<file path="config.mk">
export PLATFORM = sky130hd
export DESIGN_NAME = fetch_stage
export DESIGN_NICKNAME = d
export VERILOG_FILES = /design/src/rtl/cpu_pkg.sv /design/src/rtl/pc_register.sv /design/src/rtl/fetch_stage.sv
export SDC_FILE = /design/constraint.sdc
export NUM_CORES = 1
export LEC_CHECK = 0
export CAP_MARGIN = 20
export CORE_ASPECT_RATIO = 1.75
export CORE_MARGIN = 4
export CORE_UTILIZATION = 52
export CTS_BUF_LIST = sky130_fd_sc_hd__clkbuf_8
export DETAILED_ROUTE_END_ITERATION = 10
export GPL_TIMING_DRIVEN = 0
export PLACE_DENSITY = 0.88
export SLEW_MARGIN = 20
export SYNTH_ARGS = -nofsm -noshare
export SYNTH_HDL_FRONTEND = slang
export SYNTH_SLANG_ARGS = --single-unit
</file>
<file path="constraint.sdc">
create_clock -name clk -period 6.16 [get_ports clk]
set_input_delay 1.232 -clock clk [delete_from_list [all_inputs] [get_ports clk]]
set_output_delay 1.232 -clock clk [all_outputs]
set_load 0.02 [all_outputs]
</file>
<file path="src/rtl/cpu_pkg.sv">
// Shared CPU definitions: datapath widths, reset PC, special instruction
// encodings and the IF/ID pipeline-register layout. Consumed by fetch,
// decode, hazard unit and the CPU top.
package cpu_pkg;

    localparam int unsigned      PC_W        = 16;
    localparam int unsigned      INSTR_W     = 16;
    localparam logic [PC_W-1:0]  INSTR_BYTES = 16'd2;
    localparam logic [PC_W-1:0]  RESET_PC    = 16'h0000;
    localparam logic [INSTR_W-1:0] NOP_INSTR  = 16'h0000;
    localparam logic [INSTR_W-1:0] HALT_INSTR = 16'hFFFF;

    // What the fetch stage does on a given edge, highest priority first
    // (reset is handled separately in the flops).
    typedef enum logic [1:0] {
        FETCH_REDIRECT,
        FETCH_STALL,
        FETCH_HALT,
        FETCH_RUN
    } fetch_action_e;

    typedef struct packed {
        logic [INSTR_W-1:0] instr;
        logic [PC_W-1:0]    pc;
        logic [PC_W-1:0]    pc_next;
        logic               valid;
    } if_id_t;

endpackage

</file>
<file path="src/rtl/pc_register.sv">
// Program-counter register.
// Ports:
//   clk, rst   - clock, synchronous active-high reset (loads RESET_PC)
//   hold_i     - keep current PC
//   load_i     - load load_pc_i (wins over hold and increment)
//   load_pc_i  - parallel-load value
//   pc_o       - current PC (registered)
// Otherwise PC advances by INSTR_BYTES, wrapping modulo 2^PC_W.
module pc_register
    import cpu_pkg::*;
(
    input  logic            clk,
    input  logic            rst,
    input  logic            hold_i,
    input  logic            load_i,
    input  logic [PC_W-1:0] load_pc_i,
    output logic [PC_W-1:0] pc_o
);

    logic [PC_W-1:0] pc_q, pc_d;

    always_comb begin
        pc_d = pc_q + INSTR_BYTES;
        if (load_i) begin
            pc_d = load_pc_i;
        end else if (hold_i) begin
            pc_d = pc_q;
        end
    end

    always_ff @(posedge clk) begin
        if (rst) begin
            pc_q <= RESET_PC;
        end else begin
            pc_q <= pc_d;
        end
    end

    assign pc_o = pc_q;

endmodule

</file>
<file path="src/rtl/fetch_stage.sv">
// Instruction-fetch stage: owns the PC, drives the instruction-memory
// address and captures the returned word into the IF/ID register.
// Ports:
//   clk, rst        - clock, synchronous active-high reset
//   imem_addr       - instruction address (straight from the PC flop)
//   imem_rdata      - instruction at imem_addr, same cycle
//   stall           - hold PC and IF/ID
//   flush           - replace IF/ID contents with a bubble
//   redirect        - taken branch/jump: load redirect_pc
//   redirect_pc     - redirect target
//   if_id_instr     - latched instruction
//   if_id_pc        - address of latched instruction
//   if_id_pc_next   - if_id_pc + INSTR_BYTES (registered)
//   if_id_valid     - latched instruction is real
//   halted          - HALT captured, fetch frozen until redirect
//   fetch_count     - valid instructions latched so far (wraps)
module fetch_stage
    import cpu_pkg::*;
(
    input  logic               clk,
    input  logic               rst,
    output logic [PC_W-1:0]    imem_addr,
    input  logic [INSTR_W-1:0] imem_rdata,
    input  logic               stall,
    input  logic               flush,
    input  logic               redirect,
    input  logic [PC_W-1:0]    redirect_pc,
    output logic [INSTR_W-1:0] if_id_instr,
    output logic [PC_W-1:0]    if_id_pc,
    output logic [PC_W-1:0]    if_id_pc_next,
    output logic               if_id_valid,
    output logic               halted,
    output logic [15:0]        fetch_count
);

    fetch_action_e   action;
    logic [PC_W-1:0] pc;
    logic            halt_capture;
    logic            pc_hold;

    if_id_t      if_id_q, if_id_d;
    logic        halted_q, halted_d;
    logic [15:0] fetch_count_q, fetch_count_d;

    always_comb begin
        if (redirect) begin
            action = FETCH_REDIRECT;
        end else if (stall) begin
            action = FETCH_STALL;
        end else if (halted_q) begin
            action = FETCH_HALT;
        end else begin
            action = FETCH_RUN;
        end
    end

    // A flushed HALT is discarded like any other word, so it neither
    // halts nor holds the PC.
    assign halt_capture = (action == FETCH_RUN) && !flush && (imem_rdata == HALT_INSTR);
    assign pc_hold      = (action == FETCH_STALL) || (action == FETCH_HALT) || halt_capture;

    pc_register u_pc (
        .clk       (clk),
        .rst       (rst),
        .hold_i    (pc_hold),
        .load_i    (redirect),
        .load_pc_i (redirect_pc),
        .pc_o      (pc)
    );

    // Bubbles only clear instr/valid; the PC fields keep their old values.
    always_comb begin
        if_id_d       = if_id_q;
        halted_d      = halted_q;
        fetch_count_d = fetch_count_q;
        unique case (action)
            FETCH_REDIRECT: begin
                if_id_d.instr = NOP_INSTR;
                if_id_d.valid = 1'b0;
                halted_d      = 1'b0;
            end
            FETCH_STALL: begin
                if (flush) begin
                    if_id_d.instr = NOP_INSTR;
                    if_id_d.valid = 1'b0;
                end
            end
            FETCH_HALT: begin
                if_id_d.instr = NOP_INSTR;
                if_id_d.valid = 1'b0;
            end
            FETCH_RUN: begin
                if (flush) begin
                    if_id_d.instr = NOP_INSTR;
                    if_id_d.valid = 1'b0;
                end else begin
                    if_id_d.instr   = imem_rdata;
                    if_id_d.pc      = pc;
                    if_id_d.pc_next = pc + INSTR_BYTES;
                    if_id_d.valid   = 1'b1;
                    fetch_count_d   = fetch_count_q + 16'd1;
                    if (halt_capture) begin
                        halted_d = 1'b1;
                    end
                end
            end
        endcase
    end

    always_ff @(posedge clk) begin
        if (rst) begin
            if_id_q.instr   <= NOP_INSTR;
            if_id_q.pc      <= '0;
            if_id_q.pc_next <= '0;
            if_id_q.valid   <= 1'b0;
            halted_q        <= 1'b0;
            fetch_count_q   <= '0;
        end else begin
            if_id_q       <= if_id_d;
            halted_q      <= halted_d;
            fetch_count_q <= fetch_count_d;
        end
    end

    assign imem_addr     = pc;
    assign if_id_instr   = if_id_q.instr;
    assign if_id_pc      = if_id_q.pc;
    assign if_id_pc_next = if_id_q.pc_next;
    assign if_id_valid   = if_id_q.valid;
    assign halted        = halted_q;
    assign fetch_count   = fetch_count_q;

endmodule

</file>
==> impl_metrics.toml <==
[sta]
fmax_ghz = 0.2158
worstMarginPinSlew_ns = 0.8963
maxSlewHeadroom = 0.3978
finalCriticalPeriod_ns = 4.634
rsz0062_at_grt = "false"
report.final.setup_viol = 0
fin_worst_skew_ns = 0.007421
fin_setup_tns_ns = 0
fin_crit_sh = 0.7523
finalMaxSlewViolations = 0
hold_viol = 0

[synthesis]
synth_area_leaders = "dfxtp_1 (43%), nor2_1 (7.3%), nand2_1 (5.3%), a2111oi_2 (3.6%), a21oi_1 (3.6%)"
yosysTopAreaCell = "dfxtp_1"
synth_area_sq_um = 3744
synth_cell_types = 42
syn_nets = 491
synth-async-reset-ratio = 0
synth_top_area_frac = 0.4332
syn_area_per_cell_sq_um = 8.319
ys_warn_count = 0
synthCells = 450
synth_seq_cells = 81
synth_edf_count = 0
yosysSeqAreaShare = 0.4332
yosysMostFrequentCell = "dfxtp_1"
synth_top_flop_cell = "dfxtp_1"
synth_common_cells = "dfxtp_1 (81), nor2_1 (73), nand2_1 (53)"

[detailed_routing]
routedWlPerCell_um = 17.94
via_per_inst = 6.015
drcViolationCount = 0
first_pass_iters = 5
drtAntennaViolNets = 0
drt_iter0_drc = 373
drt_wl_total_um = 11950
vias = 4006

[critical_path]
worstPathArrival_ns = 4.85
criticalPathCategory = "input port to register"
rr_endpoint = "u_pc.pc_o[6]$_SDFFE_PP0P_"
end_kind = "register"
r2r-start = "halted$_SDFFE_PP0P_"
r2r_cells = 7
start_kind = "input port"
worstPathRequired_ns = 6.38
r2r_slack_ns = 3.66
crit_fanout = 10

[cts]
clock_sinks = 81
numCtsBuffers = 9
cts-root-buf = "clkbuf_8"
cts_tree = "built"
cts_setup_buffers = 0
hold_buffers = 0
clk_pin_slew_worst_paths_ns = 0.08
htreeDepth = 3
clockBufferDepth = 2
clock_latency_ns = 0.38
cts_resized = 0

[final_layout]
area_growth_pct = 38.87
drive_gt1_frac = 0.06186
regArea_sq_um = 1622
nNetsFinal = 620
n_antenna_cell = 0
multiInputGateArea_sq_um = 1924
fillers = 554

[floorplan]
initial_core_util = 0.5381
die_y_um = 120.2
dieArea_sq_um = 8674
num_rows = 40
num_io_pins = 119
die_w_um = 72.14
core_sq_um = 6957

[global_routing]
globalRouteOverflowTotal = 0
grt_pass1_vias = 3989
grt_usage = 0.2765
grt_max_degree = 13
grt_pass1_wl_um = 18770
antenna_found_initial = 0

[pwr]
vdd_drop_max_mv = 0.1285
p_per_area_nw_per_um2 = 203.3
report.power.total_uw = 1057
p_leak_uw = 0.001705

[min_path]
hold_depth = 2
hold_class = "register to register"
hold_end = "if_id_pc[13]$_SDFFE_PP0P_"
hold_start = "if_id_pc[13]$_SDFFE_PP0P_"

[placed_design]
io_buffers = 118
dp_hpwl_um = 9044
gp_congestion = 0.8870

[job]
maxCapViolCount = 0

[status]
status = "completed"
[stage by stage]
| step | setup WS, ns | instances | util | hold slack, ns | instance area, sq um |
|---|---|---|---|---|---|
| final | 1.526 | 666 | 0.7473 | 0.4606 | 5199 |
| after global routing | 1.327 | 666 | 0.7473 | 0.4802 | 5199 |
| after CTS | 1.771 | 666 | 0.7473 | 0.4634 | 5199 |
| after detailed placement | 1.404 | 652 | 0.7230 | 0.4531 | 5030 |
| after global placement | 1.444 | 652 | 0.7230 | 0.4424 | 5030 |
| after floorplan | 2.746 | 450 | - | 0.5345 | 3744 |
[layout by cell type (no fill, tap or decap), types with 6 or more instances in the layout]
cell type        count
clkdlybuf4s50_1    118
dfxtp_1             81
nor2_1              73
nand2_1             53
a21oi_1             27
clkbuf_1            23
a22oi_1             16
xor2_1              12
nand4_1             11
a211oi_1            11
clkbuf_8            11
a2111oi_0           10
o21ai_1             10
inv_1                9
nor3_1               9
a2111oi_2            9
nand3_1              8
xnor2_1              8
buf_2                8
o2111a_1             8
buf_1                7
o21ai_0              6
or3_1                6
[worst max-delay path by stage]
stage	cells after the start	endpoint	start	slack (ns)
final	9	u_pc.pc_o[6]$_SDFFE_PP0P_	redirect	1.53
after CTS	9	u_pc.pc_o[10]$_SDFFE_PP0P_	redirect	1.77
after global routing	9	u_pc.pc_o[6]$_SDFFE_PP0P_	redirect	1.33
after floorplan	9	u_pc.pc_o[11]$_SDFFE_PP0P_	redirect	2.75
after detailed placement	9	u_pc.pc_o[6]$_SDFFE_PP0P_	redirect	1.40
after global placement	9	u_pc.pc_o[10]$_SDFFE_PP0P_	redirect	1.44
[worst max-delay path, stage by stage]
cell	delay (ns)
clkdlybuf4s50_1	0.64
clkbuf_1	0.43
clkbuf_1	0.53
a21oi_1	0.13
ha_1	0.34
clkbuf_1	0.38
clkbuf_1	0.46
a2111oi_0	0.13
a2111oi_0	0.57
[cell families after synthesis]
kind of cell / synth area share
AO/OA/AOI/OAI: 0.2269
XOR/XNOR: 0.04679
AND/OR/NAND/NOR: 0.2243
buffers and inverters: 0.05281
multiplexers: 0.002674
flip-flops: 0.4332
adder cells (fa/ha/maj): 0.01337
[state kept, by name, indices dropped and copies added (netlist names)]
| signal | cells |
|---|---|
| u_pc.pc_o | 16 |
| if_id_valid | 1 |
| if_id_pc_next | 15 |
| halted | 1 |
| if_id_pc | 16 |
| if_id_instr | 16 |
| fetch_count | 16 |
[metal layers]
layer / wire, um / track usage / part of all wire
met1: 4189 / 0.2796 / 0.35
met2: 6415 / 0.5011 / 0.54
met3: 731 / 0.05491 / 0.061
met4: 610 / 0.1694 / 0.051
met5: 0 / 0 / 0
[cell type report]
class                           instances  area share
Sequential cell                        81      0.3119
Clock buffer                           11     0.02912
Timing Repair Buffer                  118      0.2272
Multi-Input combinational cell        320      0.3702
Tap cell                               84     0.02022
Inverter                               10    0.007220
Clock inverter                          3    0.003369
Buffer                                 39     0.03081
[where the power goes]
group	total, uW	internal [uW]	switching [uW]
combinational	149	67.3	81.4
sequential	553	537	16.1
clock	355	162	193
Power figures use the tool's default switching activity.
==> variant, RTL diff (same flow settings) <==
Put one more register stage on the output `fetch_count`, without a reset. The value now appears one clock later. The other outputs are not delayed to match.
--- a/src/rtl/fetch_stage.sv
+++ b/src/rtl/fetch_stage.sv
@@ -129,5 +129,7 @@
     assign if_id_valid   = if_id_q.valid;
     assign halted        = halted_q;
-    assign fetch_count   = fetch_count_q;
+    always_ff @(posedge clk) begin
+        fetch_count <= fetch_count_q;
+    end
 
 endmodule
Function: changed (Yosys sat finds a counterexample within 4 cycles, from zero or initial values and one cycle with rst high).
==> variant against the original RTL <==
  * Total power rose by 22%
  * Sequential share of layout area up 3.6 points
  * Worst setup slack better by 0.49 ns
  * Non-clock buffer count increased by 1
  * Area after synthesis grew 8.7%
  * Critical path depth grew 4
  * Largest power group unchanged
  * Sequential cell count rose by 16
  * Clock power is 37% higher
  * Wire length increased by 2.6%
  * Highest routed layer unchanged
  * Global-route usage shrank 0.46 points
  * Design area rose by 7.3%
==> variant: results (changes against the original RTL) <==
metric,value,unit,change
drt_iter0_drc,255,,-32%
peakVddDrop,145.7,uV,+13%
crit_fanout,10,,unchanged
async_flop_share,0,,unchanged
grtUsageTotal,0.2718,,-0.004635
synth_area_leaders,"dfxtp_1 (48%), nor2_1 (6.6%), nand2_1 (5.1%)",,
gp_congestion,0.8874,,about the same
synth_top_family_by_area,simple AND/OR/NAND/NOR gates,,
grt_start_max_net_pins,16,,+3
grt_first_pass_wirelength,19.74,mm,+5.1%
fill_cells,573,,+3.4%
dp_cells,675,,+3.5%
pre_cts_ws,1.625,ns,+0.2217 ns
dp_hpwl,9.357,mm,+3.5%
syn_avg_cell_area,8.655,sq um,+4.0%
postCtsSetupRepairBufs,0,,unchanged
yosysUniqueCellTypes,43,,+2.4%
arrival,4.41,ns,-0.44 ns
final_antenna_net_count,0,,unchanged
syn_nets,511,,+4.1%
outcome,"complete, no violations",,
portBuffers,117,,-0.85%
synth_compound_area_frac,0.2039,,-0.02300
worst_pin_slew,0.8605,ns,-0.03585 ns
p_leak,1.868,nW,+9.5%
vias_per_cell,5.893,,-2.0%
p_sw,0.3164,mW,+9.0%
slowest_stage,clkbuf_1,,
clk_latency,0.38,ns,about the same
skew,0.01266,ns,+0.005236 ns
synth-xor-area-share,0.04091,,-0.005881
num_antenna_cells,0,,unchanged
num-nets-final,639,,+3.1%
drive_gt1_frac,0.04817,,-0.01368
synth-main-ff-cell,dfxtp_1,,
clk_pin_slew,0.09,ns,
antenna_found_initial,0,,unchanged
route.vias.total,4066,,+1.5%
ys_seq_area_frac,0.4774,,+0.04424
synth_warnings,0,,unchanged
cpPeakStageDelay,0.47,ns,-0.17 ns
synth_common_cells,"dfxtp_1 (97), nor2_1 (71), nand2_1 (55)",,
cts.path.max_buffers,2,,unchanged
hp-class,register to register,,
cts_resized,0,,unchanged
cts.root.buffer_cell,clkbuf_8,,
synthAdderAreaFrac,0.01230,,-0.001065
wire_per_inst,17.77,um,-0.97%
drtPass1Iterations,5,,unchanged
synthMuxAreaShare,0.002461,,-0.0002130
numCtsBuffers,9,,unchanged
setup_viol,0,,unchanged
h-tree-depth,3,,unchanged
[variant: changes by cell type in the layout (fill, tap and decap cells not counted), sizes merged, moves of 3 or more]
| cell | change |
|---|---|
| a211o | +4 |
| dfxtp | +16 |
| and4 | +5 |
| o21ai | -7 |
| nor4 | -4 |
| a21o | +3 |
| bufinv | +3 |
| clkbuf | +8 |
| buf | -8 |
| a2111oi | +4 |
| o2111a | -4 |
| nor3 | -3 |
[variant: cell type report]
type,count,area (sq um),area share
Sequential cell,97,1942,0.3480
Buffer,41,165.2,0.02960
Clock buffer,9,123.9,0.02220
Inverter,8,30.03,0.005381
Timing Repair Buffer,117,1171,0.2099
Tap cell,88,110.1,0.01973
Clock inverter,6,107.6,0.01928
Multi-Input combinational cell,324,1931,0.3460
[variant: critical path, delay by kind of cell]
kind / cells / cell delay, ns
and+or+nand+nor: 3 / 0.60
adders and majority gates: 1 / 0.24
AOI/OAI and AO/OA: 2 / 0.63
buffers and inverters: 7 / 1.69
[variant: logic make-up (layout without fill, tap and decap cells)]
kind of cell | Yosys count | in the layout
AOI/OAI and AO/OA | 112 | 112
xor gates and xnor gates | 19 | 19
adders and majority gates | 4 | 4
buffers and inverters | 49 | 181
DFF | 97 | 97
muxes | 1 | 1
and+or+nand+nor | 188 | 188
[variant: layer usage]
layer,global-route usage,vias to the layer above,share of wire
met3,0.04659,43,0.055
met4,0.1667,0,0.047
met2,0.4692,167,0.53
met5,0,-,0
met1,0.2938,1917,0.37
li1,-,1939,-
[variant: through the flow]
| stage | cell area, sq um | util | power [mW] |
|---|---|---|---|
| floorplan | 4068 | - | 0.7385 |
| global placement | 5349 | 0.7020 | 0.8113 |
| detailed placement | 5349 | 0.7020 | 0.8147 |
| CTS | 5580 | 0.7323 | 1.292 |
| global route | 5580 | 0.7323 | 1.334 |
| finish | 5580 | 0.7323 | 1.288 |
[variant: worst paths after layout]
path                            cells past startpoint  slack, ns         startpoint              end
worst max-delay path                               13       2.02           redirect     u_pc.pc_o[6]
worst min-delay path                                0       0.38  fetch_count_q[15]  fetch_count[15]
worst max register to register                      8       3.79             halted     u_pc.pc_o[6]
worst min register to register                      0       0.38  fetch_count_q[15]  fetch_count[15]
[variant: power groups by stage]
stage,registers [mW],clock network [mW],logic (mW)
floorplan,0.683,0,0.0558
detailed placement,0.671,0,0.143
finish,0.657,0.487,0.144
global route,0.659,0.519,0.155
CTS,0.657,0.491,0.144
global placement,0.671,0,0.140
